File: config.mk
export PLATFORM = sky130hd
export DESIGN_NAME = rom_arbiter
export DESIGN_NICKNAME = d
export VERILOG_FILES = /design/src/rtl/rom_arbiter.sv
export SDC_FILE = /design/constraint.sdc
export NUM_CORES = 1
export LEC_CHECK = 0
export ABC_AREA = 1
export BUFFER_PORTS_ARGS = -buffer_cell sky130_fd_sc_hd__buf_2
export CAP_MARGIN = 40
export CORE_UTILIZATION = 48
export CTS_CLUSTER_SIZE = 40
export DETAILED_ROUTE_END_ITERATION = 8
export MAX_ROUTING_LAYER = met4
export PLACE_DENSITY = 0.82
export SLEW_MARGIN = 25
export SYNTH_ARGS = -nofsm -noshare
export SYNTH_HDL_FRONTEND = slang
export SYNTH_SLANG_ARGS = --single-unit
File: constraint.sdc
create_clock -name clock -period 1.7 [get_ports clock]
set_input_delay 0.085 -clock clock [delete_from_list [all_inputs] [get_ports clock]]
set_output_delay 0.085 -clock clock [all_outputs]
set_load 0.01 [all_outputs]
File: src/rtl/rom_arbiter.sv
// Two-port arbiter in front of a synchronous single-port ROM with a registered q.
// Port 0 has fixed priority. A starvation counter lets port 1 in after STARVE port-0 grants.
module rom_arbiter #(
  parameter int AW     = 14,
  parameter int STARVE = 3
) (
  input  logic          clock,
  input  logic          reset,
  input  logic          req0,
  input  logic [AW-1:0] a0,
  output logic [7:0]    q0,
  output logic          ack0,
  input  logic          req1,
  input  logic [AW-1:0] a1,
  output logic [7:0]    q1,
  output logic          ack1,
  output logic          rom_ce,
  output logic [AW-1:0] rom_a,
  input  logic [7:0]    rom_q,
  output logic          busy
);

  typedef enum logic [1:0] {
    IDLE    = 2'd0,
    ISSUE   = 2'd1,
    CAPTURE = 2'd2
  } state_t;

  localparam logic [3:0] STARVE_L = 4'(STARVE);

  state_t        state_r, state_s;
  logic          owner_r, owner_s;
  logic [3:0]    cnt_r, cnt_s;
  logic          rom_ce_r, rom_ce_s;
  logic [AW-1:0] rom_a_r, rom_a_s;
  logic [7:0]    q0_r, q0_s;
  logic [7:0]    q1_r, q1_s;
  logic          ack0_r, ack0_s;
  logic          ack1_r, ack1_s;
  logic          busy_r, busy_s;
  logic          m0_s, m1_s;

  // A port still in its ack cycle is masked, so a requester releasing req on that edge is not re-granted.
  always_comb begin
    m0_s = req0 & ~ack0_r;
    m1_s = req1 & ~ack1_r;
  end

  // Next-state and next-output logic.
  always_comb begin
    state_s  = state_r;
    owner_s  = owner_r;
    cnt_s    = cnt_r;
    rom_ce_s = 1'b0;
    rom_a_s  = rom_a_r;
    q0_s     = q0_r;
    q1_s     = q1_r;
    ack0_s   = 1'b0;
    ack1_s   = 1'b0;
    case (state_r)
      IDLE: begin
        if (m1_s && (!m0_s || (cnt_r == STARVE_L))) begin
          rom_a_s  = a1;
          rom_ce_s = 1'b1;
          owner_s  = 1'b1;
          cnt_s    = 4'd0;
          state_s  = ISSUE;
        end else if (m0_s) begin
          rom_a_s  = a0;
          rom_ce_s = 1'b1;
          owner_s  = 1'b0;
          state_s  = ISSUE;
          if (m1_s) begin
            cnt_s = (cnt_r == STARVE_L) ? cnt_r : (cnt_r + 4'd1);
          end else begin
            cnt_s = 4'd0;
          end
        end else begin
          state_s = IDLE;
        end
      end
      ISSUE: begin
        rom_ce_s = 1'b0;
        state_s  = CAPTURE;
      end
      CAPTURE: begin
        if (owner_r) begin
          q1_s   = rom_q;
          ack1_s = 1'b1;
        end else begin
          q0_s   = rom_q;
          ack0_s = 1'b1;
        end
        state_s = IDLE;
      end
      default: begin
        state_s = IDLE;
      end
    endcase
    busy_s = (state_s != IDLE);
  end

  // FSM state register.
  always_ff @(posedge clock or negedge reset) begin
    if (!reset) begin
      state_r <= IDLE;
    end else begin
      state_r <= state_s;
    end
  end

  // Registered outputs, owner and starvation count.
  always_ff @(posedge clock or negedge reset) begin
    if (!reset) begin
      owner_r  <= 1'b0;
      cnt_r    <= 4'd0;
      rom_ce_r <= 1'b0;
      rom_a_r  <= '0;
      q0_r     <= 8'd0;
      q1_r     <= 8'd0;
      ack0_r   <= 1'b0;
      ack1_r   <= 1'b0;
      busy_r   <= 1'b0;
    end else begin
      owner_r  <= owner_s;
      cnt_r    <= cnt_s;
      rom_ce_r <= rom_ce_s;
      rom_a_r  <= rom_a_s;
      q0_r     <= q0_s;
      q1_r     <= q1_s;
      ack0_r   <= ack0_s;
      ack1_r   <= ack1_s;
      busy_r   <= busy_s;
    end
  end

  assign rom_ce = rom_ce_r;
  assign rom_a  = rom_a_r;
  assign q0     = q0_r;
  assign q1     = q1_r;
  assign ack0   = ack0_r;
  assign ack1   = ack1_r;
  assign busy   = busy_r;

endmodule

==> impl_metrics.toml <==
[min_path]
hp-class = "in2reg"
hold_path_end = "q1[5]$_DFFE_PN0P_"
min_from = "rom_q[5]"
hold_depth = 3

[critical_path]
cp.required_ns = 1.88
crit_family = "simple AND/OR/NAND/NOR gates"
crit_buf_inv = 0
timing.rr.start = "cnt_r[0]$_DFFE_PN0P_"
worstPathMaxFanout = 17
r2r_cells = 7
worst_ep_arrival_time_ns = 1.56
path_class = "reg2reg"
critical_path.slowest_cell = "dfrtp_1"
reg2reg_to = "rom_a[13]$_DFFE_PN0P_"
startpoint_type = "flip-flop"
r2r_slack_ns = 0.32
crit_chain = "ha_1, nand2_2, nand2_4, nand2_4, nand2_1, nand3_1, nand2_1"
max_stage_delay_ns = 0.40
critPathCaptureType = "flip-flop"

[place]
globalplace.congestion = 0.8101
hpwl_um = 2810
io_buffers = 73
postPlaceCellArea_um2 = 2293

[timing]
tightest_slew_ns = 0.4842
fin_setup_tns_ns = 0
fin_crit_ns = 1.379
final.setup_skew_ns = 0.003164
finalSetupViolations = 0
hold_ws_ns = 0.06517
hold_violations = 0
rsz0062_at_grt = "no"
fmax_mhz = 725.3
timing.final.crit_share_pct = 81.10
max-slew-margin-rel_pct = 67.72
drv_slew = 0

[logic_synthesis]
synth-edff-count = 0
async_flop_share_pct = 100.0
synth_top_area_share_pct = 54.41
synth_most_common_cell = "nand2_1"
synthFlopType = "dfrtp_1"
synth_nets = 277
synth_top_area_cell = "dfrtp_1"
synth_area_um2 = 1886
synth_area_leaders = "dfrtp_1 (54%), nand2_1 (14%), inv_1 (9.2%)"
yosys.cell_types.count = 16
ys_seq_area_share_pct = 54.41
avgSynthCellArea_um2 = 7.990
yosys_warnings = 0
netlist_instances = 236
synthTopCellsByCount = "nand2_1 (71), inv_1 (46), dfrtp_1 (41), nand3_1 (34), o21ai_0 (18)"
ys_ff_latch = 41

[final_layout]
seqCellArea_um2 = 1026
nFillCells = 349
nets = 355
synthToLayoutAreaGrowth_pct = 26.54
n_antenna_cell = 0
drive_above_1_share_pct = 29.21
multi_input_area_um2 = 624.3
fin_util_pct = 64.21
final_area_um2 = 2386

[pwr]
ir_worst_vdd_uv = 794.2
p_comb_share_pct = 41.9
clkPwrFrac_pct = 15.3
powerDensity_nw_per_um2 = 1622
leakage_uw = 0.001466
seq_power_share_pct = 42.7
p_switching_uw = 1524
power.internal_uw = 2345
power.total_uw = 3870
swShare_pct = 39.39

[global_route]
grt_first_pass_wirelength_um = 6589
busiest_layer = "met2"
grt_max_degree = 24
overflow = 0
use_met3_pct = 3.873
grtUsageMet2_pct = 34.74
grt_util_met1_pct = 25.32
grtUsageTotal_pct = 20.92
grt_pass1_vias = 1553
antenna_found_initial = 0

[die]
die_area_um2 = 4183
floorplan.initialDensity_pct = 50.74
num_rows = 22
die_w_um = 64.68
fp.dieH_um = 64.68
core_um2 = 3716
ios = 74

[flow_run]
drv_cap = 0

[clocking]
clk_latency_ns = 0.28
cts.path.max_buffers = 2
cts_buffers = 5
cts_tree = "built"
cts_resized = 0
cts_setup_buffers = 0
htreeDepth = 2
clk_pin_slew_worst_paths_ns = 0.07
cts_root_buf = "clkbuf_8"
hold_buffers = 1
cts.sinks = 41

[drt]
drt_wl_total_um = 3759
drt_iter0_markers = 65
wl_per_cell_um = 10.36
viasPerCell = 4.623
drcViolationCount = 0
vias = 1678
drtAntennaViolNets = 0
dr.pass1.iters = 4

[status]
outcome = "finished, final reports clean"
-- power groups by stage --
stage	Sequential, uW	Clock (uW)	Combinational [uW]
detailed placement	1670	0	1640
CTS	1660	611	1650
global route	1720	670	1860
floorplan	1860	0	836
finish	1650	594	1620
global placement	1660	0	1600
-- state kept, by name (all words and copies together), names as in the netlist --
| signal | cells |
|---|---|
| q1 | 8 |
| rom_a | 14 |
| rom_ce | 1 |
| busy | 1 |
| state_r | 2 |
| owner_r | 1 |
| ack1 | 1 |
| q0 | 8 |
| cnt_r | 4 |
| ack0 | 1 |
-- worst reg2reg max path: stages, from the launching register on --
cell	delay (ns)
dfrtp_1	0.40
ha_1	0.24
nand2_2	0.10
nand2_4	0.13
nand2_4	0.20
nand2_1	0.09
nand3_1	0.07
nand2_1	0.05
-- placed cells by master (no fill, tap or decap) --
| master | count |
|---|---|
| buf_2 | 73 |
| buf_4 | 5 |
| clkbuf_1 | 1 |
| clkbuf_8 | 5 |
| clkinv_2 | 2 |
| dfrtp_1 | 41 |
| dlygate4sd3_1 | 1 |
| ha_1 | 1 |
| inv_1 | 46 |
| inv_2 | 2 |
| nand2_1 | 71 |
| nand2_2 | 2 |
| nand2_4 | 2 |
| nand3_1 | 34 |
| nor2_1 | 8 |
| nor2_2 | 1 |
| o21ai_0 | 18 |
| o21ai_1 | 1 |
| xnor2_1 | 1 |
-- final cells by class --
type / instances / share of cell area [%]
Multi-Input combinational cell: 139 / 26.17
Tap cell: 48 / 2.517
Inverter: 48 / 7.551
Clock inverter: 2 / 0.4195
Sequential cell: 41 / 43.00
Timing Repair Buffer: 79 / 17.30
Clock buffer: 6 / 3.041
-- metrics by stage --
stage / instances / setup slack [ns]
after floorplan: 236 / 0.4707
final: 363 / 0.3212
after global routing: 363 / 0.2133
after detailed placement: 354 / 0.3389
after CTS: 363 / 0.3281
after global placement: 354 / 0.3921
-- routing by layer --
layer,vias to the layer above,wire (um)
met4,0,53
met2,37,1837
met1,768,1714
met3,5,153
met5,-,0
li1,868,-
-- logic make-up (layout without fill, tap and decap cells) --
| kind of cell | after synthesis | in the layout | synth area share (%) |
|---|---|---|---|
| compound gates | 19 | 19 | 5.043 |
| xor+xnor | 1 | 1 | 0.4646 |
| fa+ha+maj | 1 | 1 | 0.6635 |
| buf+inv | 56 | 135 | 12.48 |
| flops | 41 | 41 | 54.41 |
| simple gates | 118 | 118 | 26.94 |
-- worst max-delay path by stage --
stage	start	endpoint	slack [ns]	cells past startpoint
after global placement	cnt_r[0]$_DFFE_PN0P_	rom_a[10]$_DFFE_PN0P_	0.39	7
after global routing	cnt_r[0]$_DFFE_PN0P_	rom_a[3]$_DFFE_PN0P_	0.21	7
after CTS	cnt_r[0]$_DFFE_PN0P_	rom_a[13]$_DFFE_PN0P_	0.33	7
after detailed placement	cnt_r[0]$_DFFE_PN0P_	rom_a[13]$_DFFE_PN0P_	0.34	7
after floorplan	cnt_r[0]$_DFFE_PN0P_	rom_a[10]$_DFFE_PN0P_	0.47	8
final	cnt_r[0]$_DFFE_PN0P_	rom_a[13]$_DFFE_PN0P_	0.32	7
Power figures use the tool's default switching activity.
